--- src/rtl/pulse_gen_if.sv ---
// pulse_gen_if: groups the trigger, configuration and status signals of
// the pulse train generator.
//   master modport : drives trig_i, abort_i, delay_i, width_i, num_i;
//                    observes sig_o, busy_o, done_o
//   slave modport  : the generator side (mirror of master)
// Parameters CNT_W / NUM_W must match those of the attached pulse_gen.
interface pulse_gen_if #(
    parameter int CNT_W = 8,
    parameter int NUM_W = 4
);
    logic             trig_i;
    logic             abort_i;
    logic [CNT_W-1:0] delay_i;
    logic [CNT_W-1:0] width_i;
    logic [NUM_W-1:0] num_i;
    logic             sig_o;
    logic             busy_o;
    logic             done_o;

    modport master (
        output trig_i, abort_i, delay_i, width_i, num_i,
        input  sig_o, busy_o, done_o
    );

    modport slave (
        input  trig_i, abort_i, delay_i, width_i, num_i,
        output sig_o, busy_o, done_o
    );
endinterface

--- src/rtl/pulse_gen.sv ---
// pulse_gen: programmable pulse train generator. A rising edge on trig_i
// starts a sequence of delay_i idle cycles followed by num_i pulses, each
// width_i cycles high and separated by width_i-cycle gaps (width 0 acts as 1).
// busy_o is high while the sequence runs, done_o strobes for one cycle on
// normal completion. abort_i cancels a running sequence without done_o.
//
// Ports:
//   clk_i  - system clock, rising edge
//   rst_i  - asynchronous active-high reset
//   bus    - pulse_gen_if.slave: trig_i, abort_i, delay_i, width_i, num_i
//            in; sig_o, busy_o, done_o out (all outputs registered)
//
// Build option:
//   PULSE_GEN_TRIG_SYNC_EN - when defined, trig_i passes a two-flop
//   synchronizer before edge detection (adds 2 cycles of trigger latency).
module pulse_gen #(
    parameter int CNT_W = 8,
    parameter int NUM_W = 4
) (
    input  logic         clk_i,
    input  logic         rst_i,
    pulse_gen_if.slave   bus
);

    typedef enum logic [2:0] {
        IDLE,
        DELAY,
        HIGH,
        GAP,
        DONE
    } state_t;

    state_t           state, state_nx;
    logic [CNT_W-1:0] cnt, cnt_nx;
    logic [CNT_W-1:0] w_q, w_nx;
    logic [NUM_W-1:0] n_q, n_nx;
    logic             trig_s;
    logic             trig_d;
    logic             rise;

    // A zero width would never let the phase counter reach 1.
    function automatic logic [CNT_W-1:0] min_one(input logic [CNT_W-1:0] v);
        return (v == '0) ? CNT_W'(1) : v;
    endfunction

`ifdef PULSE_GEN_TRIG_SYNC_EN
    logic [1:0] sync_q;

    always_ff @(posedge clk_i or posedge rst_i) begin
        if (rst_i) begin
            sync_q <= '0;
        end else begin
            sync_q <= {sync_q[0], bus.trig_i};
        end
    end

    assign trig_s = sync_q[1];
`else
    assign trig_s = bus.trig_i;
`endif

    assign rise = trig_s & ~trig_d;

    always_ff @(posedge clk_i or posedge rst_i) begin
        if (rst_i) begin
            state      <= IDLE;
            cnt        <= '0;
            w_q        <= '0;
            n_q        <= '0;
            trig_d     <= 1'b0;
            bus.sig_o  <= 1'b0;
            bus.busy_o <= 1'b0;
            bus.done_o <= 1'b0;
        end else begin
            state      <= state_nx;
            cnt        <= cnt_nx;
            w_q        <= w_nx;
            n_q        <= n_nx;
            trig_d     <= trig_s;
            // Outputs are decoded from the next state so they line up with
            // the state register instead of trailing it by a cycle.
            bus.sig_o  <= (state_nx == HIGH);
            bus.busy_o <= (state_nx == DELAY) || (state_nx == HIGH) ||
                          (state_nx == GAP);
            bus.done_o <= (state_nx == DONE);
        end
    end

    always_comb begin
        state_nx = state;
        cnt_nx   = cnt;
        w_nx     = w_q;
        n_nx     = n_q;
        case (state)
            IDLE: begin
                if (rise) begin
                    w_nx = min_one(bus.width_i);
                    n_nx = bus.num_i;
                    if (bus.num_i == '0) begin
                        state_nx = DONE;
                    end else if (bus.delay_i == '0) begin
                        state_nx = HIGH;
                        cnt_nx   = min_one(bus.width_i);
                    end else begin
                        state_nx = DELAY;
                        cnt_nx   = bus.delay_i;
                    end
                end
            end
            DELAY: begin
                if (cnt == CNT_W'(1)) begin
                    state_nx = HIGH;
                    cnt_nx   = w_q;
                end else begin
                    cnt_nx = cnt - CNT_W'(1);
                end
            end
            HIGH: begin
                if (cnt == CNT_W'(1)) begin
                    n_nx = n_q - NUM_W'(1);
                    if (n_q == NUM_W'(1)) begin
                        state_nx = DONE;
                    end else begin
                        state_nx = GAP;
                        cnt_nx   = w_q;
                    end
                end else begin
                    cnt_nx = cnt - CNT_W'(1);
                end
            end
            GAP: begin
                if (cnt == CNT_W'(1)) begin
                    state_nx = HIGH;
                    cnt_nx   = w_q;
                end else begin
                    cnt_nx = cnt - CNT_W'(1);
                end
            end
            DONE: begin
                state_nx = IDLE;
            end
            default: begin
                state_nx = IDLE;
            end
        endcase
        // Abort wins over everything, including a rise seen in IDLE.
        if (bus.abort_i) begin
            state_nx = IDLE;
        end
    end

endmodule

--- src/flat_wrapper.sv ---
// flat-port wrapper written by rule: the top's interface ports become plain ports
module pulse_gen_flat 
#(
    parameter int CNT_W = 8,
    parameter int NUM_W = 4
)
  (clk_i, rst_i, bus_trig_i, bus_abort_i, bus_delay_i, bus_width_i, bus_num_i, bus_sig_o, bus_busy_o, bus_done_o);
  pulse_gen_if #(.CNT_W(CNT_W), .NUM_W(NUM_W)) bus_i ();
  input  logic clk_i;
  input  logic rst_i;
  input wire logic [$bits(bus_i.trig_i)-1:0] bus_trig_i;
  input wire logic [$bits(bus_i.abort_i)-1:0] bus_abort_i;
  input wire logic [$bits(bus_i.delay_i)-1:0] bus_delay_i;
  input wire logic [$bits(bus_i.width_i)-1:0] bus_width_i;
  input wire logic [$bits(bus_i.num_i)-1:0] bus_num_i;
  output wire logic [$bits(bus_i.sig_o)-1:0] bus_sig_o;
  output wire logic [$bits(bus_i.busy_o)-1:0] bus_busy_o;
  output wire logic [$bits(bus_i.done_o)-1:0] bus_done_o;
  assign bus_i.trig_i = bus_trig_i;
  assign bus_i.abort_i = bus_abort_i;
  assign bus_i.delay_i = bus_delay_i;
  assign bus_i.width_i = bus_width_i;
  assign bus_i.num_i = bus_num_i;
  assign bus_sig_o = bus_i.sig_o;
  assign bus_busy_o = bus_i.busy_o;
  assign bus_done_o = bus_i.done_o;
  pulse_gen #(.CNT_W(CNT_W), .NUM_W(NUM_W)) u_core (.clk_i(clk_i), .rst_i(rst_i), .bus(bus_i));
endmodule
--- config.mk ---
export PLATFORM = sky130hd
export DESIGN_NAME = pulse_gen_flat
export DESIGN_NICKNAME = d
export VERILOG_FILES = /design/src/rtl/pulse_gen_if.sv /design/src/rtl/pulse_gen.sv /design/src/flat_wrapper.sv
export SDC_FILE = /design/constraint.sdc
export NUM_CORES = 1
export LEC_CHECK = 0
export ABC_AREA = 1
export BUFFER_PORTS_ARGS = -buffer_cell sky130_fd_sc_hd__buf_4
export CORE_ASPECT_RATIO = 1.25
export CORE_MARGIN = 2
export CORE_UTILIZATION = 40
export DETAILED_ROUTE_END_ITERATION = 12
export PLACE_DENSITY_LB_ADDON = 0.15
export SETUP_SLACK_MARGIN = 0.3
export SLEW_MARGIN = 20
export SYNTH_ARGS = -nofsm -noshare
export SYNTH_HDL_FRONTEND = slang
export SYNTH_SLANG_ARGS = --single-unit
--- constraint.sdc ---
create_clock -name clk_i -period 2.05 [get_ports clk_i]
set_clock_uncertainty 0.2 [all_clocks]
set_input_delay 0.1025 -clock clk_i [delete_from_list [all_inputs] [get_ports clk_i]]
set_output_delay 0.1025 -clock clk_i [all_outputs]
set_load 0.02 [all_outputs]
# Word-level counts from Yosys, hierarchy flattened

Index checks and enable logic that the tools add are counted.

Bits in registers: 27
Input bits: 24
Output and inout port bits: 3
Word-level logic and storage cells: 56

$add $sub $neg: 2
Eq/ne operators: 13
Mux-type cells: 19
Bitwise operators: 2
Reductions and logical operators: 12

Operators with widths:

| operator                                                            | number |
|---|---|
| 8-bit 2-to-1 mux                                                    | 7 |
| 8-bit case mux with 3 select lines                                  | 1 |
| 3-bit 2-to-1 mux                                                    | 6 |
| 8-bit zero test                                                     | 2 |
| 3-bit by 2-bit == test with 1-bit output (second input constant)    | 4 |
| 3-bit case mux with 3 select lines                                  | 1 |
| 8-bit by 1-bit == test with 1-bit output (second input constant)    | 1 |
| 4-bit 2-to-1 mux                                                    | 2 |
| 4-bit case mux with 2 select lines                                  | 1 |
| 8-bit by 1-bit subtractor with 8-bit output (second input constant) | 1 |
| 3-bit by 1-bit == test with 1-bit output (second input constant)    | 2 |
| 4-bit by 1-bit == test with 1-bit output (second input constant)    | 1 |
| 4-bit zero test                                                     | 1 |
| 2-bit by 1-bit != test with 1-bit output (second input constant)    | 2 |
| 4-bit AND reduction                                                 | 1 |
| 4-bit by 1-bit subtractor with 4-bit output (second input constant) | 1 |
| 3-bit == test (second input constant)                               | 1 |
| 3-bit zero test                                                     | 1 |
| 3-bit != test (second input constant)                               | 1 |
| 3-bit AND reduction                                                 | 1 |
| 3-bit nonzero test                                                  | 1 |
| 1-bit logical OR                                                    | 2 |
| 2-bit 2-to-1 mux                                                    | 1 |
| 2-bit != test (second input constant)                               | 1 |
| other kinds (5)                                                     | 5 |

# Logic depth before layout (Yosys ltp)

Depth after elaboration: 9
Gate-level depth with buffers: 12
Depth with buffers taken out: 11

# Worst setup path before layout

No wires, ideal clock.

Path kind: register -> register
From: register u_core.cnt[1]
To: register u_core.cnt[0]
Setup time: 0.119 ns
Arrival time: 1.332 ns
Required time: 1.731 ns
Path slack: 0.398 ns
Stages on the path, launching flop included: 10
Buffers on the path: 0
Clock period less this slack: 1.652 ns
Path through: dfrtp_1 > inv_1 > ha_1 > nand3_2 > nor2_8 > nand3_4 > nand2_4 > inv_4 > nand3_2 > o21ai_2

Longest elaborated chain between the ends: 3
Elaborated cells on any way between the ends: 6

Ends and longest elaborated chain:

| what                                                                                | line                                                 | source |
|---|---|---|
| start: declaration                                                                  | pulse_gen.sv:34                                      | `logic [CNT_W-1:0] cnt, cnt_nx;` |
| start signal: assignment                                                            | pulse_gen.sv:76                                      | `cnt <= cnt_nx;` |
| 8-bit by 1-bit == test with 1-bit output (*)                                        | pulse_gen.sv:111, pulse_gen.sv:119, pulse_gen.sv:132 |  |
| 3-bit != test (no line) (tied with other cells)                                     | -                                                    |  |
| 4-bit AND reduction (no line) or 8-bit case mux with 3 select lines (tied branches) | -                                                    |  |

Mark *: on every way between the ends. The rest lies on a longest branch, timed or not.
A chain may end at the register's enable or synchronous reset.

# Final worst setup path

From: register u_core.cnt[1]
To: register u_core.cnt[1]

Longest elaborated chain between the ends: 3
Elaborated cells on any way between the ends: 7

Ends and longest elaborated chain:

| what                                                                                                    | line |
|---|---|
| 8-bit by 1-bit subtractor with 8-bit output or 8-bit by 1-bit == test with 1-bit output (tied branches) | - |
| 8-bit 2-to-1 mux (tied with other cells)                                                                | pulse_gen.sv:111, pulse_gen.sv:132 |
| 8-bit case mux with 3 select lines or 4-bit AND reduction (tied branches)                               | - |

Parallel ways exist; a longest one is shown, timed or not.

==> flow_summary.ini <==
[setup_path]
critPathLaunchType = flop
r2r_slack_ns = 0.40
crit_chain = inv_2, ha_4, nand2_1, nor2_2, nand2_4, buf_6, nand2_1, nand3_2, nand3_2, o21ai_2
worstPathArrival_ns = 1.62
crit_buf_inv = 2
reg2reg_from = u_core.cnt[1]
r2r-end = u_core.cnt[1]
path_max_fanout = 7
crit_type = flop to flop
critPathMaxStageDelay_ns = 0.40
end_kind = flop
crit_family = simple AND/OR/NAND/NOR gates
cp.required_ns = 2.02
slowest_stage = dfrtp_1
critPathLaunch = u_core.cnt[1]
r2r_cells = 10

[routing]
via_count = 1765
drtAntennaViolNets = 0
avgViaCountPerCell = 4.76
wl_per_cell_um = 11.9
finalWirelength_mm = 4.42
remaining_drc_errors = 0
drt_iter0_markers = 39
drt-pass1-iter-count = 4

[logic_synthesis]
synth_seq_cells = 27
syn-num-nets = 281
synth-edff-count = 0
synth_area_sq_um = 1800
synth_top_area_share_pct = 37.5
syn_area_per_cell_sq_um = 7.12
ys.warnings.count = 0
synth_area_leaders = dfrtp_1, nand2_1, inv_1
ys_async_sr_fraction_pct = 100
yosysUniqueCellTypes = 28
synth_seq_area_share_pct = 37.5
post-synth-top-area-cell = dfrtp_1
syn_inst = 253
synth-main-ff-cell = dfrtp_1

[layout]
final_cell_mix = nand2_1, buf_4, inv_1, dfrtp_1, nor2_1
fillers = 439
drive_above_1_share_pct = 29.1
area_delta_synth_final_pct = 36.5
nNetsFinal = 342
multi_input_area_sq_um = 1030
seq_area_sq_um = 677
diodes = 0
final_common_cell = nand2_1
finalInstanceArea_sq_um = 2460

[place]
placed_area_sq_um = 2070
port_buffers = 26
gp_congestion = 0.780
dp_hpwl_mm = 3.14

[pwr]
power.internal_mw = 1.03
total_power_mw = 1.64
ir_drop_mv = 0.348
power.density_nw_per_um2 = 668
pwr-share-seq_pct = 43.0
clkPwrFrac_pct = 18.7
pwr-share-comb_pct = 38.3
power_switching_mw = 0.610
swShare_pct = 37.1
leakagePower_nw = 1.31

[clock_network]
cts_buffers = 3
clock_sinks = 27
htree_levels = 1
cts.reportedPaths.clkPinSlew_ns = 0.10
cts_buffer_depth = 2
clock_latency_ns = 0.27
cts_tree = yes
root_buffer = clkbuf_8

[hold_path]
min_path_cells = 7
min_from = bus_delay_i[7]
hold_path_class = input pin to flop
min_to = u_core.cnt[7]

[grt]
grt_use_total_pct = 18.2
antenna_found_initial = 0
grt_first_pass_wirelength_mm = 7.24
grt_max_degree = 28
grt_overflow = 0
first_global_vias = 1664

[timing]
finalCritPeriodShare_pct = 80.4
maxSlewHeadroom_pct = 76.7
tns_ns = 0
worst_pin_slew_ns = 0.349
setup_violations = 0
grt_setup_unrepaired = true
maxSlewViolCount = 0
fmax_ghz = 0.607
hold_viol_final = 0
fin_crit_ns = 1.65
holdWs_ns = 0.0126

[floorplan]
core_sq_um = 4360
fp.dieH_um = 79.0
std_cell_rows = 27
dieWidth_um = 64.0
initial_core_util_pct = 41.3
ios = 27
die_area_sq_um = 5060

[run]
maxCapViolations = 0

[outcome]
status = finished, final reports clean
[synthesized netlist by cell type, types with 2 or more instances]
cell type and count:
nand2_1 83, inv_1 31, dfrtp_1 27, nor2_1 25, nand3_1 17, o21ai_1 9
nor2_2 8, o21ai_0 8, nand3_2 6, a21oi_1 5, nand2_2 5, ha_1 4
inv_2 4, mux2_2 3, o21ai_2 3, nand4_1 2, nor2_4 2
[metrics by stage]
step           utilization, %  cells  worst slack (ns)
2_1_floorplan               -    253             0.398
3_3_place_gp             47.5    337             0.237
3_5_place_dp             47.5    337             0.246
4_1_cts                  53.9    364             0.303
5_1_grt                  56.4    371             0.280
6_report                 56.4    371             0.402
[power by group through the flow]
stage          clock network [mW]  registers, mW  logic, mW
2_1_floorplan                   0          0.692      0.405
3_3_place_gp                    0          0.710      0.530
3_5_place_dp                    0          0.709      0.531
4_1_cts                     0.322          0.699      0.575
5_1_grt                     0.342          0.722      0.719
6_report                    0.307          0.707      0.629
[sequential cells by signal (all words and copies together), names as in the netlist]
register	flops
u_core.n_q	4
u_core.state	3
u_core.w_q	8
u_core.cnt	8
u_core.bus.busy_o	1
u_core.bus.done_o	1
u_core.trig_d	1
u_core.bus.sig_o	1
[per-layer routing]
layer / track usage (%) / vias up / share of wire, %
li1: - / 911 / -
met1: 20.5 / 821 / 41
met2: 34.6 / 23 / 55
met3: 1.27 / 10 / 1.4
met4: 8.04 / 0 / 2.1
met5: 0 / - / 0
[logic make-up after synthesis]
group / count (synthesis) / share of synthesized area, %
buf+inv: 39 / 8.75
fa+ha+maj: 4 / 2.78
simple gates: 151 / 39.7
xor+xnor: 2 / 0.972
compound gates: 27 / 8.40
mux: 3 / 1.87
flops: 27 / 37.5
[worst max path at each step]
stage	to	slack [ns]	cells past startpoint
floorplan	u_core.cnt[0]	0.40	9
global placement	u_core.cnt[0]	0.24	9
detailed placement	u_core.cnt[0]	0.25	9
CTS	u_core.cnt[0]	0.30	9
global route	u_core.cnt[7]	0.28	11
finish	u_core.cnt[1]	0.40	10
[final cells by class]
cell class / instances / area share (%)
clock buffers: 3 / 1.68
clock inverters: 1 / 0.204
inverters: 36 / 5.60
multi-input cells: 187 / 41.7
flip-flops and latches: 27 / 27.5
well taps: 58 / 2.95
repair buffers: 59 / 20.3
[what timing repair did]
item	4_1_cts	5_1_grt
gates resized for setup	2	18
hold endpoints to repair	52	0
setup endpoints to repair	12	17
pin swaps	1	4
hold buffers	21	0
setup buffers	2	7
[worst register-to-register path, delay by kind of cell, from the launching register on]
family	cells	cell delay (ns)
AOI/OAI and AO/OA	1	0.05
adders and majority gates	1	0.13
buffers and inverters	2	0.24
DFF	1	0.40
and+or+nand+nor	6	0.53
Note: power is estimated with default switching activity, not from simulation.
